[config.mk]
export PLATFORM = sky130hd
export DESIGN_NAME = mult_share_sched
export DESIGN_NICKNAME = d
export VERILOG_FILES = /design/src/rtl/mult_sched_pkg.sv /design/src/rtl/appx_mult_core.sv /design/src/rtl/mult_share_sched.sv
export SDC_FILE = /design/constraint.sdc
export NUM_CORES = 1
export LEC_CHECK = 0
export BUFFER_PORTS_ARGS = -buffer_cell sky130_fd_sc_hd__buf_2
export CORE_MARGIN = 2
export CORE_UTILIZATION = 35
export CTS_BUF_LIST = sky130_fd_sc_hd__clkbuf_8 sky130_fd_sc_hd__clkbuf_16
export DETAILED_ROUTE_END_ITERATION = 7
export PLACE_DENSITY = 0.65
export SKIP_CTS_REPAIR_TIMING = 1
export SYNTH_ARGS = -nofsm -noshare
export SYNTH_HDL_FRONTEND = slang
export SYNTH_HIERARCHICAL = 1
export SYNTH_SLANG_ARGS = --single-unit
[constraint.sdc]
create_clock -name clk -period 15.5 [get_ports clk]
set_input_delay 1.55 -clock clk [delete_from_list [all_inputs] [get_ports clk]]
set_output_delay 1.55 -clock clk [all_outputs]
set_load 0.01 [all_outputs]
[src/rtl/mult_sched_pkg.sv]
// Shared types and helpers for the shared-multiplier scheduler: FSM state
// encoding, default sizes and the round-robin grant search.
package mult_sched_pkg;

  typedef enum logic [1:0] {IDLE, APPX, EXACT, RESP} state_e;

  localparam int DEF_W    = 32;
  localparam int DEF_NREQ = 4;
  localparam int MAX_NREQ = 16;

  // First valid index at or above ptr, wrapping modulo nreq. Searching k
  // downward lets the smallest distance from ptr win.
  function automatic logic [3:0] rr_grant(input logic [MAX_NREQ-1:0] vld,
                                          input logic [3:0] ptr,
                                          input int nreq);
    logic [3:0] g;
    int j;
    g = ptr;
    for (int k = MAX_NREQ - 1; k >= 0; k--) begin
      j = (int'(ptr) + k) % nreq;
      if (k < nreq && vld[j[3:0]]) g = j[3:0];
    end
    return g;
  endfunction

endpackage

[src/rtl/appx_mult_core.sv]
// Single-cycle approximate multiplier: zero short-circuit, identity for b==1,
// otherwise a doubled.
module appx_mult_core #(
  parameter int W = 32
) (
  input  logic [W-1:0]   a_i,
  input  logic [W-1:0]   b_i,
  output logic [2*W-1:0] y_o
);

  always_comb begin
    y_o = '0;
    if (a_i == '0 || b_i == '0) y_o = '0;
    else if (b_i == W'(1))      y_o = {{W{1'b0}}, a_i};
    else                        y_o = {{(W-1){1'b0}}, a_i, 1'b0};
  end

endmodule

[src/rtl/mult_share_sched.sv]
// Round-robin scheduler sharing one multiply resource among NREQ requesters,
// with an approximate single-cycle path and an exact radix-2 shift-add path.
module mult_share_sched
  import mult_sched_pkg::*;
#(
  parameter int NREQ = DEF_NREQ,
  parameter int W    = DEF_W
) (
  input  logic                      clk,
  input  logic                      rst,
  input  logic [NREQ-1:0]           req_valid,
  output logic [NREQ-1:0]           req_ready,
  input  logic [NREQ*W-1:0]         req_a,
  input  logic [NREQ*W-1:0]         req_b,
  input  logic [NREQ-1:0]           req_appx,
  output logic                      rsp_valid,
  input  logic                      rsp_ready,
  output logic [$clog2(NREQ)-1:0]   rsp_id,
  output logic [2*W-1:0]            rsp_y,
  output logic                      busy
);

  localparam int IDW = $clog2(NREQ);
  localparam int CW  = $clog2(W);

  state_e           state_q, state_d;
  logic [IDW-1:0]   rr_ptr_q, rr_ptr_d;
  logic [IDW-1:0]   id_q, id_d;
  logic [IDW-1:0]   gnt;
  logic [2*W-1:0]   y_q, y_d;
  logic [2*W-1:0]   mc_q, mc_d;
  logic [W-1:0]     b_q, b_d;
  logic [CW-1:0]    cnt_q, cnt_d;
  logic [2*W-1:0]   appx_y;
  logic [W-1:0]     a_arr [NREQ];
  logic [W-1:0]     b_arr [NREQ];

  for (genvar i = 0; i < NREQ; i++) begin : g_slot
    assign a_arr[i] = req_a[i*W +: W];
    assign b_arr[i] = req_b[i*W +: W];
  end

  assign gnt = IDW'(rr_grant(16'(req_valid), 4'(rr_ptr_q), NREQ));

  // mc_q still holds the unshifted operand a while in APPX.
  appx_mult_core #(.W(W)) u_appx (
    .a_i (mc_q[W-1:0]),
    .b_i (b_q),
    .y_o (appx_y)
  );

  always_comb begin
    state_d   = state_q;
    rr_ptr_d  = rr_ptr_q;
    id_d      = id_q;
    y_d       = y_q;
    mc_d      = mc_q;
    b_d       = b_q;
    cnt_d     = cnt_q;
    req_ready = '0;
    case (state_q)
      IDLE: begin
        if (|req_valid) begin
          req_ready[gnt] = !rst;
          id_d  = gnt;
          mc_d  = {{W{1'b0}}, a_arr[gnt]};
          b_d   = b_arr[gnt];
          y_d   = '0;
          cnt_d = '0;
          if (a_arr[gnt] == '0 || b_arr[gnt] == '0) state_d = RESP;
          else if (req_appx[gnt])                    state_d = APPX;
          else                                       state_d = EXACT;
        end
      end
      APPX: begin
        y_d     = appx_y;
        state_d = RESP;
      end
      EXACT: begin
        // One multiplier bit per cycle, LSB first; multiplicand shifts up.
        if (b_q[0]) y_d = y_q + mc_q;
        mc_d  = mc_q << 1;
        b_d   = b_q >> 1;
        cnt_d = cnt_q + CW'(1);
        if (cnt_q == CW'(W - 1)) state_d = RESP;
      end
      RESP: begin
        if (rsp_ready) begin
          rr_ptr_d = (id_q == IDW'(NREQ - 1)) ? '0 : id_q + IDW'(1);
          state_d  = IDLE;
        end
      end
      default: state_d = IDLE;
    endcase
  end

  always_ff @(posedge clk or posedge rst) begin
    if (rst) begin
      state_q  <= IDLE;
      rr_ptr_q <= '0;
      id_q     <= '0;
      y_q      <= '0;
      mc_q     <= '0;
      b_q      <= '0;
      cnt_q    <= '0;
    end else begin
      state_q  <= state_d;
      rr_ptr_q <= rr_ptr_d;
      id_q     <= id_d;
      y_q      <= y_d;
      mc_q     <= mc_d;
      b_q      <= b_d;
      cnt_q    <= cnt_d;
    end
  end

  assign rsp_valid = (state_q == RESP);
  assign rsp_id    = id_q;
  assign rsp_y     = y_q;
  assign busy      = (state_q != IDLE);

endmodule

==> flow_metrics.py <==
metrics = {
    "outcome": {
        "outcome": "finished clean",
    },
    "yosys": {
        "seq_area_frac_synth": 0.311,
        "synthCells": 1874,
        "synth.avg_cell_area_um2": 7.34,
        "portion_of_synthesized_cell_area_occupied_by_the_leading_cell_type": 0.311,
        "synth_top_flop_cell": "sky130_fd_sc_hd__dfrtp_1",
        "ys_ff_latch": 171,
        "netlist_area_before_placement_um2": 13700,
        "synthesis.yosys.warnings": 6,
        "synth.lib_cells_used.distinct": 73,
        "postSynth.asyncResetShare": 1.00,
        "netlist.top_cell.by_area": "sky130_fd_sc_hd__dfrtp_1",
        "number_of_enable_flip_flop_cells_after_synthesis": 0,
        "post_synth_main_area_contributors": "sky130_fd_sc_hd__dfrtp_1, sky130_fd_sc_hd__nand2_1, sky130_fd_sc_hd__o21ai_0, sky130_fd_sc_hd__ha_1, sky130_fd_sc_hd__a21oi_1",
    },
    "routing": {
        "total_number_of_vias": 14400,
        "first_iter_violations": 1207,
        "drt-vias-per-instance": 5.43,
        "routed_wl_um": 48700,
        "detail_route.drc_violations": 0,
        "detail-route-antenna-nets": 0,
        "drt-wirelength-per-cell_um": 18.3,
        "drtPass1Iterations": 5,
    },
    "clocking": {
        "clkSinkCount": 171,
        "cts_buffers": 17,
        "h-tree-depth": 4,
        "ctsLongestPathBuffers": 2,
        "clk-insertion-delay-late_ns": 0.44,
        "clock_tree_from_tritoncts": "yes",
        "cts-root-buf": "sky130_fd_sc_hd__clkbuf_16",
        "cts.clk_slew.worst_paths_ns": 0.07,
    },
    "worst_setup_path": {
        "timing.reg2reg.worst_path_depth": 12,
        "worst-endpoint-required_ns": 13.95,
        "crit_path_max_fanout": 133,
        "critical_path.top_delay_family": "buffers and inverters",
        "setup.worst_path.start_class": "input pin",
        "worstReg2RegStart": "rr_ptr_q[1]",
        "worstSetupEndpointType": "output port",
        "worstSetupPathType": "input pin to output port",
        "critPathMaxStageDelay_ns": 0.80,
        "critical_path_cell_count": 8,
        "cp_cell_sequence": "buf_2, nor2b_1, a21oi_1, o211a_4, buf_4, inv_1, nor3_1, buf_2",
        "cp_slowest_cell": "sky130_fd_sc_hd__buf_4",
        "setup_crit_end": "req_ready[3]",
        "critical_path_arrival_ns": 3.55,
        "regToRegEndpoint": "state_q[1]",
        "r2r_setup_slack_ns": 11.53,
        "timing.critical_path.buf_inv": 4,
        "crit_path_frequent_cell": "sky130_fd_sc_hd__buf_2",
        "crit_start": "req_valid[0]",
    },
    "sta": {
        "finalSetupViolCount": 0,
        "final.min_clock_period_ns": 5.10,
        "setup_total_negative_slack_ns": 0,
        "clock_skew_ns": 0.00927,
        "final_max_slew_violation_count": 0,
        "fin_worst_hold_slack_ns": 0.516,
        "setup_repair_after_global_routing_missed_its_margin": "false",
        "post-route-period-util": 0.329,
        "hold_viol_final": 0,
        "max_slew_margin": 0.220,
        "max_freq_mhz": 196,
        "tightestPinTransition_ns": 1.17,
    },
    "run": {
        "max_cap_viol_count": 0,
    },
    "placement": {
        "hpwlAfterDp_um": 36900,
        "port-buffer-count": 338,
        "gpl.final_weighted_congestion": 0.956,
    },
    "floorplan": {
        "initial_utilization": 0.355,
        "top_level_ports": 339,
        "floorplan.rows": 72,
        "die_area_um2": 40900,
        "die_width_um": 202,
        "die_h_um": 202,
        "core_region_area_um2": 38700,
    },
    "grt": {
        "grt_use_met1": 0.308,
        "global_route.peak_usage_layer": "met2",
        "grt_pass1_wl_um": 76100,
        "grt_antenna_before_repair": 7,
        "gr-total-overflow": 0,
        "grt.met2_usage": 0.385,
        "grt_max_degree": 134,
        "gr-usage-all-layers": 0.234,
        "first_global_vias": 13700,
        "met3_usage": 0.0377,
    },
    "power": {
        "leakagePower_nw": 8.07,
        "maximum_ir_drop_on_the_vdd_rail_v": 0.000160,
        "power.density_nw_per_um2": 203,
    },
    "worst_hold_path": {
        "min_path_type": "register to register",
    },
    "finish": {
        "final_layout_size_suffix_gt1_frac": 0.195,
        "area.growth.synth_to_final_pct": 18.2,
        "final_nets": 2461,
    },
}
## state kept, by name (all words and copies together), names as in the netlist
signal    flops
cnt_q         5
rr_ptr_q      2
mc_q         64
rsp_id        2
b_q          32
state_q       2
rsp_y        64
## logic make-up (layout without fill, tap and decap cells)
group | Yosys count | in the layout | share of synthesized area
AND/OR/NAND/NOR | 784 | 784 | 0.244
adder cells (fa/ha/maj) | 72 | 72 | 0.0661
flip-flops | 171 | 171 | 0.311
other | 1 | 36 | 0.000273
AO/OA/AOI/OAI | 607 | 607 | 0.279
multiplexers | 3 | 3 | 0.00237
buffers and inverters | 178 | 409 | 0.0592
XOR/XNOR | 58 | 58 | 0.0369
## power by group
group | total (W) | internal [W] | switching (W)
clock network | 0.000438 | 0.000242 | 0.000196
logic | 0.00201 | 0.000692 | 0.00131
registers | 0.000855 | 0.000630 | 0.000225
## worst min-delay path, cell delays in order (launching register included)
cell,delay (ns)
sky130_fd_sc_hd__dfrtp_1,0.36
sky130_fd_sc_hd__nand2_1,0.05
sky130_fd_sc_hd__o21ai_0,0.07
## worst min-delay path by stage
stage	from	end	slack, ns	depth (start not counted)
after floorplan	b_q[0]	b_q[0]	0.47	2
after global placement	b_q[5]	b_q[5]	0.49	2
after detailed placement	b_q[7]	b_q[7]	0.50	2
after CTS	b_q[7]	b_q[7]	0.52	2
after global routing	mc_q[61]	mc_q[62]	0.54	1
final	b_q[15]	b_q[15]	0.52	2
## cell type report
class                   instances  area, um2
diodes                          5       12.5
clock inverters                14        148
multi-input cells            1555       8820
repair buffers                354       1810
fillers                      4065      22500
flip-flops and latches        171       4280
clock buffers                  18        439
well taps                     518        648
inverters                      23       91.3
## placed cells by master (no fill, tap or decap), types with 32 or more instances in the layout
cell and instances:
sky130_fd_sc_hd__a21oi_1 143, sky130_fd_sc_hd__a22o_1 65, sky130_fd_sc_hd__a22oi_1 56, sky130_fd_sc_hd__buf_2 338, sky130_fd_sc_hd__dfrtp_1 171, sky130_fd_sc_hd__ha_1 70, sky130_fd_sc_hd__nand2_1 478, sky130_fd_sc_hd__nand3_1 83
sky130_fd_sc_hd__nand4_1 32, sky130_fd_sc_hd__nor2_1 101, sky130_fd_sc_hd__o21ai_0 193, sky130_fd_sc_hd__o21ai_1 34, sky130_fd_sc_hd__xnor2_1 34
## through the flow
step / total power (W) / setup slack (ns) / cells / util / cell area [um2]
final: 0.00330 / 10.40 / 2658 / 0.420 / 16300
after global routing: 0.00359 / 10.05 / 2658 / 0.420 / 16300
after CTS: 0.00331 / 10.36 / 2653 / 0.419 / 16200
after detailed placement: 0.00286 / 10.35 / 2621 / 0.404 / 15700
after global placement: 0.00281 / 10.39 / 2621 / 0.404 / 15700
after floorplan: 0.00224 / 9.32 / 1904 / - / 13900
## routing by layer
| layer | wire length (um) | up-vias |
|---|---|---|
| met5 | 16 | - |
| met4 | 1670 | 2 |
| met3 | 2760 | 80 |
| met2 | 23100 | 523 |
| met1 | 21100 | 6746 |
| li1 | - | 7093 |
## cells in the mapped netlist (all sizes together) (4+ instances only)
cell type	count
a211o	4
a211oi	8
a21o	30
a21oi	146
a22o	65
a22oi	56
a31oi	6
and2	9
and3	7
buf	68
clkbuf	87
dfrtp	171
ha	71
inv	23
nand2	480
nand2b	11
nand3	83
nand4	33
nor2	101
nor2b	10
nor3	12
nor4	22
o211ai	4
o21a	4
o21ai	231
o21bai	11
o31ai	12
or2	5
or3	6
xnor2	34
xor2	24
(Power assumes the default switching activity.)
